===== config.mk =====
export PLATFORM = sky130hd
export DESIGN_NAME = mem_port_arbiter
export DESIGN_NICKNAME = d
export VERILOG_FILES = /design/src/rtl/cpu_mem_pkg.sv /design/src/rtl/mem_port_arbiter_wait_timer.sv /design/src/rtl/mem_port_arbiter.sv
export SDC_FILE = /design/constraint.sdc
export NUM_CORES = 1
export LEC_CHECK = 0
export ABC_AREA = 1
export BUFFER_PORTS_ARGS = -buffer_cell sky130_fd_sc_hd__buf_2
export CAP_MARGIN = 10
export CORE_MARGIN = 4
export CORE_UTILIZATION = 47
export CTS_CLUSTER_SIZE = 8
export DETAILED_ROUTE_END_ITERATION = 8
export PLACE_DENSITY = 0.88
export SLEW_MARGIN = 40
export SYNTH_ARGS = -nofsm -noshare
export SYNTH_HDL_FRONTEND = slang
export SYNTH_SLANG_ARGS = --single-unit
export TNS_END_PERCENT = 5

===== constraint.sdc =====
create_clock -name clk_i -period 1.6 [get_ports clk_i]
set_clock_uncertainty 0.15 [all_clocks]
set_input_delay 0.16 -clock clk_i [delete_from_list [all_inputs] [get_ports clk_i]]
set_output_delay 0.16 -clock clk_i [all_outputs]
set_load 0.02 [all_outputs]

===== src/rtl/cpu_mem_pkg.sv =====
// Shared types and constants for the IF/DM memory port arbiter.
package cpu_mem_pkg;

    typedef enum logic [1:0] {
        ARB_IDLE,
        ARB_BUSY,
        ARB_RESP
    } arb_state_e;

    typedef enum logic {
        PORT_IF,
        PORT_DM
    } port_e;

    localparam int DEFAULT_TIMEOUT = 15;

endpackage


===== src/rtl/mem_port_arbiter_wait_timer.sv =====
// Watchdog counter for a pending memory request: clears on a new grant,
// counts while enabled, saturates at LIMIT and flags expiry at LIMIT.
module wait_timer #(
    parameter int LIMIT = 15
) (
    input  logic clk_i,
    input  logic rst_i,
    input  logic clr_i,
    input  logic en_i,
    output logic expired_o
);

    localparam int CNT_W = $clog2(LIMIT + 1);
    localparam logic [CNT_W-1:0] LIMIT_C = CNT_W'(LIMIT);

    logic [CNT_W-1:0] cnt;

    // Saturating wait counter; never wraps past LIMIT.
    always_ff @(posedge clk_i or negedge rst_i) begin
        if (!rst_i) begin
            cnt <= '0;
        end else if (clr_i) begin
            cnt <= '0;
        end else if (en_i && (cnt != LIMIT_C)) begin
            cnt <= cnt + CNT_W'(1);
        end
    end

    assign expired_o = (cnt == LIMIT_C);

endmodule


===== src/rtl/mem_port_arbiter.sv =====
// Round-robin arbiter sharing one single-ported memory between the IF
// (fetch) and DM (data) requesters, with a watchdog and one-cycle acks.
module mem_port_arbiter
    import cpu_mem_pkg::*;
#(
    parameter int TIMEOUT = DEFAULT_TIMEOUT
) (
    input  logic        clk_i,
    input  logic        rst_i,
    input  logic        if_req_i,
    input  logic [31:0] if_addr_i,
    output logic [31:0] if_rdata_o,
    output logic        if_ack_o,
    output logic        if_stall_o,
    input  logic        dm_req_i,
    input  logic        dm_we_i,
    input  logic [31:0] dm_addr_i,
    input  logic [31:0] dm_wdata_i,
    output logic [31:0] dm_rdata_o,
    output logic        dm_ack_o,
    output logic        dm_stall_o,
    output logic        err_o,
    output logic        mem_req_o,
    output logic        mem_we_o,
    output logic [31:0] mem_addr_o,
    output logic [31:0] mem_wdata_o,
    input  logic [31:0] mem_rdata_i,
    input  logic        mem_ready_i
);

    arb_state_e state_q, state_d;
    port_e      grant_q, last_grant_q, win_port;
    logic       grant_load, ready_take, timeout_take;
    logic       err_q, busy, timer_expired;

    assign busy = (state_q == ARB_BUSY);

    wait_timer #(.LIMIT(TIMEOUT)) u_wait_timer (
        .clk_i     (clk_i),
        .rst_i     (rst_i),
        .clr_i     (grant_load),
        .en_i      (busy),
        .expired_o (timer_expired)
    );

    // FSM state register.
    always_ff @(posedge clk_i or negedge rst_i) begin
        if (!rst_i) state_q <= ARB_IDLE;
        else        state_q <= state_d;
    end

    // Next-state logic: arbitration in IDLE, completion/timeout in BUSY.
    always_comb begin
        state_d      = state_q;
        grant_load   = 1'b0;
        win_port     = PORT_IF;
        ready_take   = 1'b0;
        timeout_take = 1'b0;
        case (state_q)
            ARB_IDLE: begin
                if (if_req_i || dm_req_i) begin
                    grant_load = 1'b1;
                    // On a tie the port that did not win last time goes first.
                    if (dm_req_i && (!if_req_i || (last_grant_q == PORT_IF)))
                        win_port = PORT_DM;
                    state_d = ARB_BUSY;
                end
            end
            ARB_BUSY: begin
                if (mem_ready_i) begin
                    ready_take = 1'b1;
                    state_d    = ARB_RESP;
                end else if (timer_expired) begin
                    timeout_take = 1'b1;
                    state_d      = ARB_RESP;
                end
            end
            ARB_RESP: state_d = ARB_IDLE;
            default:  state_d = ARB_IDLE;
        endcase
    end

    // Memory-side request registers, latched on grant and frozen while busy.
    always_ff @(posedge clk_i or negedge rst_i) begin
        if (!rst_i) begin
            mem_req_o    <= 1'b0;
            mem_we_o     <= 1'b0;
            mem_addr_o   <= '0;
            mem_wdata_o  <= '0;
            grant_q      <= PORT_IF;
            last_grant_q <= PORT_IF;
        end else if (grant_load) begin
            mem_req_o    <= 1'b1;
            mem_we_o     <= (win_port == PORT_DM) && dm_we_i;
            mem_addr_o   <= (win_port == PORT_DM) ? dm_addr_i : if_addr_i;
            mem_wdata_o  <= (win_port == PORT_DM) ? dm_wdata_i : '0;
            grant_q      <= win_port;
            last_grant_q <= win_port;
        end else if (ready_take || timeout_take) begin
            mem_req_o <= 1'b0;
        end
    end

    // Response registers: read data capture per port and the timeout flag.
    always_ff @(posedge clk_i or negedge rst_i) begin
        if (!rst_i) begin
            if_rdata_o <= '0;
            dm_rdata_o <= '0;
            err_q      <= 1'b0;
        end else begin
            if (ready_take && !mem_we_o) begin
                if (grant_q == PORT_IF) if_rdata_o <= mem_rdata_i;
                else                    dm_rdata_o <= mem_rdata_i;
            end
            if (timeout_take)                err_q <= 1'b1;
            else if (state_q == ARB_RESP)    err_q <= 1'b0;
        end
    end

    assign if_ack_o   = (state_q == ARB_RESP) && (grant_q == PORT_IF);
    assign dm_ack_o   = (state_q == ARB_RESP) && (grant_q == PORT_DM);
    assign err_o      = (state_q == ARB_RESP) && err_q;
    assign if_stall_o = if_req_i & ~if_ack_o;
    assign dm_stall_o = dm_req_i & ~dm_ack_o;

endmodule


---- After elaboration in Yosys (flattened, before gate mapping) ----
Cells that the tools add are included.
operators by class
  add/subtract/negate cells ............... 1
  eq/ne operators ......................... 6
  muxes and demuxes ....................... 22
  bitwise operators ....................... 5
  reductions and logical operators ........ 19
operators with widths
  operator                                                         count
  32-bit 2-to-1 mux                                                2
  1-bit 2-to-1 mux                                                 14
  4-bit 2-to-1 mux                                                 2
  1-bit logical AND                                                7
  2-bit 2-to-1 mux                                                 3
  2-bit AND reduction                                              3
  2-bit nonzero test                                               3
  4-bit by 1-bit adder with 4-bit output, second input constant    1
  4-bit == test, second input constant                             1
  4-bit inequality test, second input constant                     1
  2-bit case mux with 2 select lines                               1
  1-bit logical OR                                                 3
  3-bit inequality test, second input constant                     1
  1-bit NOT                                                        3
  1-bit AND                                                        2
  2-bit by 1-bit == test with 1-bit output, second input constant  1
  2-bit == test, second input constant                             1
  1-bit zero test                                                  2
  2-bit zero test                                                  1
  2-bit inequality test, second input constant                     1
storage, ports and cells
  bits of input ports ..................... 134
  output and inout bits ................... 135
  flip-flop bits (word level) ............. 138
  logic and storage cells ................. 63

---- Logic depth before layout (Yosys ltp) ----
  depth in word-level cells ............... 7
  mapped depth ............................ 7
  mapped depth without buffers ............ 7

---- Hierarchy ----
From an unflattened synthesis, not the netlist that was laid out.
second synthesis, totals
  cells, all modules ...................... 751
  area, all modules ....................... 6,040.8 um2
modules (own cells, without submodules)
  module            area an instance (um2)  sequential area each (um2)  cells each  instances
  mem_port_arbiter  5,815.6                 3,353.2                     722         1
  wait_timer        225.2                   100.1                       29          1

---- Least setup slack after synthesis ----
No wires, ideal clock.
  kind .................................... reg2reg
  start ................................... register state_q[1]
  end ..................................... register mem_addr_o[10]
  period minus slack after synthesis ...... 1.423 ns
  stages on the path, launching flop included .. 7
  required time ........................... 1.333 ns
  data arrival time ....................... 1.156 ns
  slack ................................... 0.177 ns
  buffers on the path ..................... 2
  library setup time ...................... 0.117 ns
  cells stage by stage .................... dfrtp_1 > nor2_2 > nand3_1 > buf_4 > buf_4 > nor2_1 > nor2_1
on the way
  cells in the longest elaborated chain, start to end .. 3
  elaborated cells between the ends (all ways) .. 4
  those cells by class .................... 3 x mux; 1 x reduce/logical
RTL lines
  item                      RTL line                text
  start: declaration        mem_port_arbiter.sv:31  arb_state_e state_q, state_d;
  start signal: assignment  mem_port_arbiter.sv:49  else state_q <= state_d;
  2-bit zero test *         mem_port_arbiter.sv:59  case (state_q)
  1-bit 2-to-1 mux          mem_port_arbiter.sv:59
  32-bit 2-to-1 mux         mem_port_arbiter.sv:95  mem_addr_o <= (win_port == PORT_DM) ? dm_addr_i : if_addr_i;
  end signal: assignment    mem_port_arbiter.sv:95
  end: declaration          mem_port_arbiter.sv:25  output logic [31:0] mem_addr_o,
Every way passes the cells marked *; elsewhere a longest branch is shown, timed or not.
A chain may end at the register's enable or synchronous reset.

---- Final worst setup path ----
  start ................................... register state_q[0]
  end ..................................... register dm_rdata_o[31]
on the way
  cells in the longest elaborated chain, start to end .. 4
RTL lines
  item                                      RTL line                 text
  2-bit by 1-bit == test with 1-bit output  mem_port_arbiter.sv:59
  1-bit 2-to-1 mux                          mem_port_arbiter.sv:59
  1-bit logical AND                         mem_port_arbiter.sv:111  if (ready_take && !mem_we_o) begin
  2-bit AND reduction (no source line)      --
  end signal: assignment                    mem_port_arbiter.sv:113  else dm_rdata_o <= mem_rdata_i;
  end: declaration                          mem_port_arbiter.sv:19   output logic [31:0] dm_rdata_o,
No other way between the ends.

==> flow_summary.json <==
{
  "status": "finished with violations",
  "violations": "negative setup slack",
  "clkPwrFrac_pct": 22.8,
  "r2r_start": "state_q[0]",
  "fin_util_pct": 80.61,
  "cts_tree": "yes",
  "initial_core_util_pct": 48.77,
  "vias": 7118,
  "internal_power_mw": 10.99,
  "drc_errors": 0,
  "p_per_area_nw_per_um2": 1971,
  "clock_latency_ns": 0.42,
  "finalHoldViolCount": 0,
  "pin_count": 269,
  "rows": 40,
  "mappedNetlistNets": 883,
  "gr-usage-all-layers_pct": 33.18,
  "maxSlewHeadroom_pct": 76.18,
  "chipWidth_um": 120.6,
  "cp.required_ns": 1.80,
  "post-synth-top-area-cell": "dfrtp_1",
  "worstReg2RegEnd": "dm_rdata_o[31]",
  "cts_sinks": 138,
  "whs_ns": 0.06919,
  "worst-setup-path-type": "flip-flop to flip-flop",
  "fin_crit_ns": 1.651,
  "critPathArrivalTime_ns": 1.86,
  "rsz0062_at_grt": "true",
  "stdcell_area_um2": 9844,
  "drv_cap": 0,
  "setup_viol": 37,
  "yosys.cell_types.count": 17,
  "finalNetCount": 1295,
  "htreeDepth": 4,
  "worst_pin_slew_ns": 0.3572,
  "seqPwrFrac_pct": 32.1,
  "core_area_um2": 12210,
  "ys_warn_count": 0,
  "cp-startpoint": "state_q[0]",
  "timing.final.crit_share_pct": 103.2,
  "avgSynthCellArea_um2": 7.962,
  "synth_cells": 748,
  "synthDominantCellAreaShare_pct": 57.98,
  "r2r_cells": 8,
  "p_leak_nw": 5.674,
  "syn_area_um2": 5956,
  "die_h_um": 120.6,
  "grt_remaining_overflow": 0,
  "routed_wirelength_um": 24870,
  "total_power_mw": 19.40,
  "drt_iter0_drc": 683,
  "hpwl_um": 12070,
  "endpoint_kind": "flip-flop",
  "timing.final.ws_setup_ns": -0.05111,
  "antenna_left": 0,
  "first_global_vias": 7472,
  "synth.area.top_cells": "dfrtp_1 58%, nand2_1 20%, inv_1 6.7%",
  "gp_congestion": 0.8254,
  "grt_pass1_wl_um": 37490,
  "worst_ir_drop_vdd_mv": 1.169,
  "finalMaxSlewViolations": 0,
  "combinationalPowerShare_pct": 45.1,
  "io_buffers": 268,
  "cts_max_path_buffers": 2,
  "netSwitchingFraction_pct": 43.36,
  "max_clock_freq_mhz": 605.7,
  "vias_per_cell": 5.304,
  "rrSetupSlack_ns": -0.05,
  "ys_seq_area_share_pct": 57.98,
  "first_pass_iters": 5,
  "p_sw_mw": 8.412,
  "cts_buffers": 17,
  "cp_max_fo": 8,
  "startpoint_type": "flip-flop",
  "grt_max_degree": 55,
  "drive_above_1_share_pct": 30.43,
  "antenna_found_initial": 1,
  "fp.dieArea_um2": 14540,
  "hp-class": "input pin to asynchronous set/reset pin",
  "cts_root_buf": "clkbuf_16",
  "synth_seq_cells": 138,
  "areaGrowthSynthToFinish_pct": 65.29,
  "wl_per_cell_um": 18.53,
  "place_area_um2": 7624,
  "setup_tns_ns": -0.9073,
  "clkTransAtPathRegs_ns": 0.06
}
[flip-flops by register name, indices dropped and copies added (netlist names), 2 cells and up]
register	count
dm_rdata_o	32
if_rdata_o	32
mem_addr_o	32
mem_wdata_o	32
u_wait_timer.cnt	4
state_q	2
[synth_stat cells, drive strengths merged]
cell type,instances
xor2,1
inv,109
nand3b,1
dfrtp,138
buf,28
nor2,69
nor3,2
nand3,9
clkbuf,7
nand2,313
o21ai,38
ha,1
nand4,32
[logic make-up (layout without fill, tap and decap cells)]
family / after synthesis / after routing / share of synthesized area, %
buffers and inverters: 144 / 569 / 9.769
AO/OA/AOI/OAI: 38 / 38 / 3.193
AND/OR/NAND/NOR: 426 / 426 / 28.70
other: 0 / 1 / 0
XOR/XNOR: 1 / 1 / 0.1471
flip-flops: 138 / 138 / 57.98
adder cells (fa/ha/maj): 1 / 1 / 0.2101
[critical path, stage by stage, from the launching register on]
cell and delay [ns]:
dfrtp_1 0.38, buf_6 0.13, nand3_4 0.07, buf_6 0.13, nor3_4 0.28, buf_12 0.16
clkbuf_16 0.15, nand2_1 0.08, nand2_1 0.07
[final cells by class]
| type | instances | area (µm²) |
|---|---|---|
| diodes | 1 | 2.502 |
| clock buffers | 21 | 470.5 |
| clock inverters | 11 | 191.4 |
| fillers | 663 | 2367 |
| inverters | 109 | 409.1 |
| multi-input cells | 466 | 2023 |
| flip-flops and latches | 138 | 3456 |
| well taps | 168 | 210.2 |
| repair buffers | 428 | 3082 |
[placed cells by master (no fill, tap or decap), types with 3 or more instances in the layout]
master | netlist | routed
nand2_2 | 0 | 4
o21ai_2 | 0 | 3
dlygate4sd3_1 | 0 | 132
buf_4 | 4 | 13
buf_2 | 21 | 262
o21ai_1 | 0 | 9
dfrtp_1 | 138 | 136
buf_12 | 0 | 10
inv_1 | 107 | 104
o21ai_0 | 38 | 26
clkinv_4 | 0 | 3
nand2_1 | 313 | 307
nand4_1 | 32 | 32
nand3_1 | 9 | 7
nor2_2 | 1 | 9
clkbuf_16 | 0 | 19
bufinv_16 | 0 | 5
clkinv_2 | 0 | 3
buf_6 | 0 | 9
inv_2 | 2 | 5
nor2_1 | 68 | 59
clkbuf_8 | 0 | 3
[repair_timing]
item	in CTS	in global routing
setup buffers	1	4
pin swaps	2	4
hold buffers	132	0
gates resized for setup	10	42
endpoints found under the setup margin	5	93
hold endpoints to repair	270	0
gates cloned	0	3
[metal layers]
layer	global-route usage [%]	vias up	wire length, µm	part of all wire (%)
met5	0	-	0	0
met4	24.65	0	1877	7.5
met3	9.963	185	2584	10
met2	54.49	574	12080	49
met1	36.20	3283	8326	33
li1	-	3076	-	-
[worst max path at each step]
stage	endpoint	cells after the start	slack (ns)
global placement	mem_addr_o[30]	5	0.16
detailed placement	mem_addr_o[11]	5	0.10
global route	dm_rdata_o[31]	8	-0.11
floorplan	mem_addr_o[10]	6	0.18
CTS	dm_stall_o	4	-0.04
finish	dm_rdata_o[31]	8	-0.05
[per-stage QoR]
stage | cells | setup WS, ns
2_1_floorplan | 748 | 0.1772
3_3_place_gp | 1169 | 0.1639
3_5_place_dp | 1169 | 0.1007
4_1_cts | 1334 | -0.03868
5_1_grt | 1342 | -0.1081
6_report | 1342 | -0.05111
[power by group through the flow]
| stage | combinational, mW | sequential [mW] | clock (mW) |
|---|---|---|---|
| 2_1_floorplan | 2.72 | 7.97 | 0 |
| 3_3_place_gp | 7.38 | 6.07 | 0 |
| 3_5_place_dp | 7.64 | 6.07 | 0 |
| 4_1_cts | 7.98 | 6.08 | 4.40 |
| 5_1_grt | 9.38 | 6.37 | 4.61 |
| 6_report | 8.74 | 6.24 | 4.42 |
Power figures use the tool's default switching activity.
